[src/rtl/input_conditioner.sv]
// Multi-channel input conditioner: 2-flop synchroniser, counter debounce,
// registered edge pulses and an optional auto-repeat press strobe per channel.
module input_conditioner #(
    parameter int                  CHANNELS      = 4,
    parameter int                  STABLE_CYCLES = 1024,
    parameter int                  REPEAT_DELAY  = 500000,
    parameter int                  REPEAT_PERIOD = 125000,
    parameter logic [CHANNELS-1:0] REPEAT_MASK   = {CHANNELS{1'b0}}
) (
    input  logic                clk,
    input  logic                rst_n,
    input  logic [CHANNELS-1:0] in,
    output logic [CHANNELS-1:0] level,
    output logic [CHANNELS-1:0] rise,
    output logic [CHANNELS-1:0] fall,
    output logic [CHANNELS-1:0] any,
    output logic [CHANNELS-1:0] press
);

    localparam int DMAX = STABLE_CYCLES - 1;
    localparam int DW   = (DMAX < 1) ? 1 : $clog2(DMAX + 1);
    localparam int RMAX = ((REPEAT_DELAY > REPEAT_PERIOD) ? REPEAT_DELAY : REPEAT_PERIOD) - 1;
    localparam int RW   = (RMAX < 1) ? 1 : $clog2(RMAX + 1);

    localparam logic [DW-1:0] DCNT_LAST   = DW'(DMAX);
    localparam logic [DW-1:0] DCNT_ONE    = DW'(32'd1);
    localparam logic [RW-1:0] RCNT_D_LAST = RW'(REPEAT_DELAY - 1);
    localparam logic [RW-1:0] RCNT_P_LAST = RW'(REPEAT_PERIOD - 1);
    localparam logic [RW-1:0] RCNT_ONE    = RW'(32'd1);

    typedef enum logic {
        PH_INITIAL   = 1'b0,
        PH_REPEATING = 1'b1
    } phase_t;

    logic [CHANNELS-1:0] sync1_r, sync2_r;
    logic [CHANNELS-1:0] level_r, rise_r, fall_r, any_r, press_r;
    logic [DW-1:0]       dcnt_r      [CHANNELS];
    logic [RW-1:0]       rcnt_r      [CHANNELS];
    phase_t              phase_r     [CHANNELS];

    logic [CHANNELS-1:0] level_next_s, rise_next_s, fall_next_s, press_next_s;
    logic [DW-1:0]       dcnt_next_s [CHANNELS];
    logic [RW-1:0]       rcnt_next_s [CHANNELS];
    phase_t              phase_next_s[CHANNELS];

    // Debounce, edge detection and repeat-strobe next-state logic per channel.
    always_comb begin
        level_next_s = level_r;
        rise_next_s  = {CHANNELS{1'b0}};
        fall_next_s  = {CHANNELS{1'b0}};
        press_next_s = {CHANNELS{1'b0}};
        for (int i = 0; i < CHANNELS; i++) begin
            dcnt_next_s[i]  = '0;
            rcnt_next_s[i]  = '0;
            phase_next_s[i] = PH_INITIAL;

            if (sync2_r[i] == level_r[i]) begin
                dcnt_next_s[i] = '0;
            end else if (dcnt_r[i] == DCNT_LAST) begin
                level_next_s[i] = sync2_r[i];
                dcnt_next_s[i]  = '0;
            end else begin
                dcnt_next_s[i] = dcnt_r[i] + DCNT_ONE;
            end

            rise_next_s[i] = level_next_s[i] & ~level_r[i];
            fall_next_s[i] = ~level_next_s[i] & level_r[i];

            // Repeat state only advances while the next level is held high.
            if (REPEAT_MASK[i] == 1'b0) begin
                press_next_s[i] = rise_next_s[i];
            end else if (level_next_s[i] == 1'b0) begin
                press_next_s[i] = 1'b0;
            end else if (rise_next_s[i]) begin
                press_next_s[i] = 1'b1;
            end else begin
                case (phase_r[i])
                    PH_INITIAL: begin
                        if (rcnt_r[i] == RCNT_D_LAST) begin
                            press_next_s[i] = 1'b1;
                            phase_next_s[i] = PH_REPEATING;
                        end else begin
                            rcnt_next_s[i]  = rcnt_r[i] + RCNT_ONE;
                            phase_next_s[i] = PH_INITIAL;
                        end
                    end
                    PH_REPEATING: begin
                        if (rcnt_r[i] == RCNT_P_LAST) begin
                            press_next_s[i] = 1'b1;
                        end else begin
                            rcnt_next_s[i] = rcnt_r[i] + RCNT_ONE;
                        end
                        phase_next_s[i] = PH_REPEATING;
                    end
                    default: begin
                        phase_next_s[i] = PH_INITIAL;
                    end
                endcase
            end
        end
    end

    // State and output registers.
    always_ff @(posedge clk or negedge rst_n) begin
        if (!rst_n) begin
            sync1_r <= {CHANNELS{1'b0}};
            sync2_r <= {CHANNELS{1'b0}};
            level_r <= {CHANNELS{1'b0}};
            rise_r  <= {CHANNELS{1'b0}};
            fall_r  <= {CHANNELS{1'b0}};
            any_r   <= {CHANNELS{1'b0}};
            press_r <= {CHANNELS{1'b0}};
            for (int i = 0; i < CHANNELS; i++) begin
                dcnt_r[i]  <= '0;
                rcnt_r[i]  <= '0;
                phase_r[i] <= PH_INITIAL;
            end
        end else begin
            sync1_r <= in;
            sync2_r <= sync1_r;
            level_r <= level_next_s;
            rise_r  <= rise_next_s;
            fall_r  <= fall_next_s;
            any_r   <= rise_next_s | fall_next_s;
            press_r <= press_next_s;
            for (int i = 0; i < CHANNELS; i++) begin
                dcnt_r[i]  <= dcnt_next_s[i];
                rcnt_r[i]  <= rcnt_next_s[i];
                phase_r[i] <= phase_next_s[i];
            end
        end
    end

    assign level = level_r;
    assign rise  = rise_r;
    assign fall  = fall_r;
    assign any   = any_r;
    assign press = press_r;

endmodule

[config.mk]
export PLATFORM = sky130hd
export DESIGN_NAME = input_conditioner
export DESIGN_NICKNAME = d
export VERILOG_FILES = /design/src/rtl/input_conditioner.sv
export SDC_FILE = /design/constraint.sdc
export NUM_CORES = 1
export LEC_CHECK = 0
export CORE_MARGIN = 1
export CORE_UTILIZATION = 38
export DETAILED_ROUTE_END_ITERATION = 8
export SLEW_MARGIN = 10
export SYNTH_ARGS = -nofsm -noshare
export SYNTH_HDL_FRONTEND = slang
export SYNTH_SLANG_ARGS = --single-unit
[constraint.sdc]
create_clock -name clk -period 1.95 [get_ports clk]
set_input_delay 0.39 -clock clk [delete_from_list [all_inputs] [get_ports clk]]
set_output_delay 0.39 -clock clk [all_outputs]
set_load 0.005 [all_outputs]
==> impl_metrics.ini, run 1 <==
[placement]
dp_hpwl_um = 3330
portBuffers = 25
gp_congestion = 0.782

[critical_path]
cp_cell_sequence = ha_1, and4_1, nand3_1, mux2_2, ha_1, inv_1
timing.rr.end = any[0]
crit_type = reg2reg
rr_startpoint = dcnt_r[30]
worst_path_most_repeated_cell = ha_1
crit_path_end_kind = flop
cpPeakStageDelay_ns = 0.41
r2r_setup_slack_ns = 0.17
crit_start = dcnt_r[30]
r2r_cells = 6
cp-start-kind = flop
cp.arrival_ns = 2.00
slowest_stage = dfrtp_1
cp.required_ns = 2.18
endpoint = any[0]
path_max_fanout = 4

[power_and_ir_drop]
combPwrFrac_pct = 3.8
power.net_switching_mw = 0.592
p_sw_share_pct = 20.3
p_leak_nw = 1.51
power_frac_clock_pct = 48.6
intPower_mw = 2.32
p_seq_share_pct = 47.6
irDropWorstVdd_v = 0.000406
powerDensity_nw_per_um2 = 825
power_mw = 2.91

[sta]
clock.fmax_ghz = 0.563
tns_ns = 0
tightest_slew_ns = 0.539
slew_violations = 0
finClkSkew_ns = 0.00599
rsz0062_at_grt = no
fin_crit_sh_pct = 91.0
slew_headroom_pct = 63.8
setup_viol = 0
hold_viol = 0
final.min_clock_period_ns = 1.78

[synth]
ys_types = 27
synth.ff_latch_count = 64
synth.area.top_cells = dfrtp_1 (57%), ha_1 (5.3%), nand3_1 (3.7%)
yosys.area.top_type_share_pct = 56.6
synth_seq_area_share_pct = 56.6
syn-num-nets = 273
netlist_instances = 255
syn_area_per_cell_sq_um = 11.1
yosysTopAreaCell = dfrtp_1
syn_area_sq_um = 2830
yosysWarnings = 0

[global_routing]
grt_pass1_vias = 1857
grt.total_usage_pct = 14.0
grt_max_degree = 51
antenna_found_initial = 0
grt_first_pass_wirelength_um = 8290
gr-total-overflow = 0

[job]
timing.max_cap.violations = 0

[cts]
tritoncts = yes
clockBufferDepth = 2
numCtsBuffers = 9
postCtsSetupBuffers = 0
clkLatencyLatePin_ns = 0.33
htree_levels = 3
cts_root_buf = clkbuf_8
cts_sinks = 64
clk_pin_slew_ns = 0.07

[route]
drc = 0
firstDrtPassIters = 4
first_iter_violations = 95
avgViaCountPerCell = 4.86
wl_per_cell_um = 11.9
route.final.wire_length_um = 4800
vias = 1955
ant_nets = 0

[run_status]
outcome = complete, no violations

[floorplanning]
die_h_um = 88.3
start_util_pct = 39.2
die_area_sq_um = 7790
coreArea_sq_um = 7210
rows = 31
ioPinCount = 26
die_w_um = 88.3

[finish]
fillerInstances = 687
fin_nets = 316
areaGrowthSynthToFinish_pct = 24.8
drive_above_1_share_pct = 12.2
antennaDiodeCount = 0

[min_path]
hp-class = reg2reg
-- cell type report --
class	instances	area [sq um]	area share, %
Clock inverter	5	103	2.91
Clock buffer	11	151	4.29
Timing Repair Buffer	36	343	9.72
Sequential cell	64	1600	45.4
Tap cell	99	124	3.51
Multi-Input combinational cell	169	1140	32.3
Inverter	18	67.6	1.91
-- logic make-up after synthesis --
kind of cell               after synthesis  synth area share, %
and+or+nand+nor                         85                 16.5
DFF                                     64                 56.6
AOI/OAI and AO/OA                       46                 9.56
buffers and inverters                   22                 3.45
xor gates and xnor gates                18                 5.58
adders and majority gates               12                 5.31
muxes                                    8                 3.01
-- routing by layer --
layer  GRT usage, %  part of all wire, %  wire length (um)  up-vias
met5              0                    0                 0        -
met4           8.94                  1.2                56        0
met3           2.99                  2.7               130        4
met2           21.1                   47              2250       28
met1           18.3                   49              2350      930
li1               -                    -                 -      993
-- registers in the layout, summed over array words and instances, names as in the netlist --
register / count
any: 4
dcnt_r: 40
fall: 4
level: 4
press: 4
sync1_r: 4
sync2_r: 4
-- Yosys cell counts --
cell,number
or3_1,11
mux2_2,4
a21oi_1,20
xnor2_1,9
inv_1,18
or4_1,8
and4_1,4
nand4_4,1
a31oi_1,1
dfrtp_1,64
nand2_1,11
buf_4,4
nand4_1,5
mux2i_1,4
o32ai_1,1
xor2_1,9
a31o_2,2
nand3_1,21
ha_1,12
a211oi_1,1
nor2_1,20
nand3b_1,1
o31ai_1,8
o211ai_1,2
and4_2,1
o21ai_0,11
nor3_1,2
-- cell usage in the layout (no fill, tap or decap), types with 9 or more instances in the layout --
master / synthesis / final
nor2_1: 20 / 20
clkdlybuf4s50_1: 0 / 24
o21ai_0: 11 / 11
ha_1: 12 / 12
xnor2_1: 9 / 9
xor2_1: 9 / 9
inv_1: 18 / 18
clkbuf_8: 0 / 11
buf_4: 4 / 9
nand3_1: 21 / 21
dfrtp_1: 64 / 64
or3_1: 11 / 11
a21oi_1: 20 / 20
nand2_1: 11 / 11
-- how the worst min path moves through the flow --
stage | start | end | slack (ns) | cells after the start
2_1_floorplan | rst_n | any[0] | 0.09 | 0
3_3_place_gp | rst_n | dcnt_r[27] | 0.32 | 1
3_5_place_dp | rst_n | dcnt_r[27] | 0.32 | 1
4_1_cts | sync1_r[1] | sync2_r[1] | 0.36 | 0
5_1_grt | sync1_r[2] | sync2_r[2] | 0.36 | 0
6_report | sync1_r[3] | sync2_r[3] | 0.35 | 0
-- power by group through the flow --
| stage | Combinational [mW] | Sequential [mW] | Clock (mW) |
|---|---|---|---|
| finish | 0.112 | 1.38 | 1.41 |
| global route | 0.133 | 1.39 | 1.51 |
| CTS | 0.116 | 1.38 | 1.47 |
| detailed placement | 0.114 | 1.41 | 0 |
| global placement | 0.113 | 1.41 | 0 |
| floorplan | 0.0537 | 1.40 | 0 |
-- worst max-delay path: cells and delay by family (launching register included) --
kind | cells | cell delay (ns)
simple gates | 2 | 0.34
flops | 1 | 0.41
fa+ha+maj | 2 | 0.53
buf+inv | 1 | 0.03
mux | 1 | 0.36
-- repair_timing --
item / CTS / global route
hold endpoints to repair: 14 / 0
resized for setup: 0 / 2
endpoints found under the setup margin: 0 / 2
hold buffers: 1 / 0
-- metrics by stage --
| step | instances | area, sq um | hold slack (ns) | setup slack [ns] | util, % |
|---|---|---|---|---|---|
| 2_1_floorplan | 255 | 2830 | 0.0944 | 0.101 | - |
| 6_report | 402 | 3530 | 0.352 | 0.175 | 48.9 |
| 3_5_place_dp | 385 | 3250 | 0.323 | 0.154 | 45.1 |
| 4_1_cts | 402 | 3520 | 0.355 | 0.134 | 48.8 |
| 5_1_grt | 402 | 3530 | 0.356 | 0.0536 | 48.9 |
| 3_3_place_gp | 385 | 3250 | 0.325 | 0.189 | 45.1 |
(Power assumes the default switching activity.)
==> run 2, diff against run 1 <==
--- a/config.mk
+++ b/config.mk
@@ -6,7 +6,7 @@
 export NUM_CORES = 1
 export LEC_CHECK = 0
 export CORE_MARGIN = 1
-export CORE_UTILIZATION = 38
+export CORE_UTILIZATION = 35
 export DETAILED_ROUTE_END_ITERATION = 8
 export SLEW_MARGIN = 10
 export SYNTH_ARGS = -nofsm -noshare
==> run 2 against run 1 <==
Worst setup slack got worse by 0.017 ns. Utilization fell by 4.3 points. Hold slack got worse by 0.0030 ns. Largest power group is now sequential cells. Sequential power barely moved. Clock power fell by 18%. Cell count rose by 0.75%. Total power fell by 8.9%. Largest cell class unchanged. Combinational power barely moved.
==> impl_metrics.ini, run 2 (synthesis results as in run 1) <==
[placement]
dp_hpwl_um = 3540
place_area_sq_um = 3260
gp_congestion = 0.762
portBuffers = 25

[critical_path]
worst_path_most_repeated_cell = ha_1
crit_buf_inv = 1
cp.arrival_ns = 2.03
cp.required_ns = 2.19
cp_cell_sequence = ha_1, and4_1, nand3_1, mux2_2, ha_1, inv_1
cp-start-kind = flop
crit_type = reg2reg
cpPeakStageDelay_ns = 0.42
slowest_stage = dfrtp_1
path_max_fanout = 5
cp_top_family = adder cells
crit_path_end_kind = flop

[sta]
hold_viol = 0
clock.fmax_ghz = 0.558
finClkSkew_ns = 0.00492
slew_headroom_pct = 65.7
final.min_clock_period_ns = 1.79
tns_ns = 0
fin_crit_sh_pct = 91.9
slew_violations = 0
rsz0062_at_grt = no
setup_viol = 0
tightest_slew_ns = 0.510
hold_ws_ns = 0.349

[finish]
final_area_sq_um = 3470
largest_register_ffs = 40
fin_nets = 316
drive_above_1_share_pct = 10.9
final_cell_mix = dfrtp_1 (64), clkdlybuf4s50_1 (24), nand3_1 (21)
layout_commonest_cell = dfrtp_1
top_register = dcnt_r
antennaDiodeCount = 0
areaGrowthSynthToFinish_pct = 22.6

[cts]
cts_sinks = 64
cts_root_buf = clkbuf_8
htree_levels = 3
clockBufferDepth = 2
clk_pin_slew_ns = 0.07
tritoncts = yes
numCtsBuffers = 9
clkLatencyLatePin_ns = 0.34

[route]
first_iter_violations = 51
route.final.wire_length_um = 5160
ant_nets = 0
vias = 2063
firstDrtPassIters = 5
drc = 0
avgViaCountPerCell = 5.09
wl_per_cell_um = 12.7

[job]
timing.max_cap.violations = 0

[power_and_ir_drop]
irDropWorstVdd_v = 0.000416
powerDensity_nw_per_um2 = 765
p_leak_nw = 1.49

[run_status]
outcome = complete, no violations

[floorplanning]
die_area_sq_um = 8440
coreArea_sq_um = 7770
die_w_um = 91.9
ioPinCount = 26
die_h_um = 91.9
start_util_pct = 36.4
rows = 32

[global_routing]
antenna_found_initial = 0
grt_pass1_vias = 1933
gr-total-overflow = 0
grt_max_degree = 48
grt.total_usage_pct = 13.6
grt_first_pass_wirelength_um = 8880

[min_path]
hp-class = reg2reg
run 2: changes by cell type in the layout (fill, tap and decap cells not counted):
cell | previous run | this run
clkinvlp_4 | 1 | 0
nor3_1 | 0 | 2
clkinv_2 | 1 | 2
nor3_2 | 2 | 0
clkbuf_1 | 0 | 2
bufinv_16 | 3 | 1
run 2: worst paths after layout:
check                            from          to  slack (ns)  cells past startpoint
setup / recovery           dcnt_r[10]      any[2]        0.16                      6
hold / removal             sync1_r[3]  sync2_r[3]        0.35                      0
setup reg to reg           dcnt_r[10]      any[2]        0.16                      6
hold reg to reg            sync1_r[3]  sync2_r[3]        0.35                      0
max in group asynchronous       rst_n  dcnt_r[28]        0.85                      3
min in group asynchronous       rst_n     fall[3]        0.52                      2
run 2: repair_timing:
item,CTS,global route
setup endpoints to repair,0,0
gates resized for setup,0,0
buffers inserted,0,0
endpoints found under the hold margin,17,0
hold buffers,1,0
run 2: metrics by stage:
step	setup slack, ns	utilization (%)	total power [mW]	std cells
6_report	0.158	44.6	2.65	405
5_1_grt	0.0516	44.6	2.77	405
4_1_cts	0.140	44.6	2.70	405
3_5_place_dp	0.165	41.9	1.52	388
3_3_place_gp	0.209	41.9	1.52	388
2_1_floorplan	0.101	-	1.46	255
run 2: cell type report:
type                       count  area, sq um
clock buffer                  13          159
fill                         754         4300
tap                          102          128
sequential                    64         1600
inverter                      18         67.6
clock inverter                 3         40.0
multi-input combinational    169         1130
timing repair buffer          36          343
run 2: layer usage:
metal  GRT usage (%)  share of wire, %  vias to the layer above
li1                -                 -                      999
met1            16.8                47                     1006
met2            20.8                47                       51
met3            6.14               5.1                        7
met4            5.34               1.4                        0
met5               0                 0                        -
run 2: where the power goes:
group	total (mW)	internal [mW]	switching [mW]
Sequential	1.38	1.36	0.0289
Combinational	0.113	0.0457	0.0669
Clock	1.15	0.657	0.496
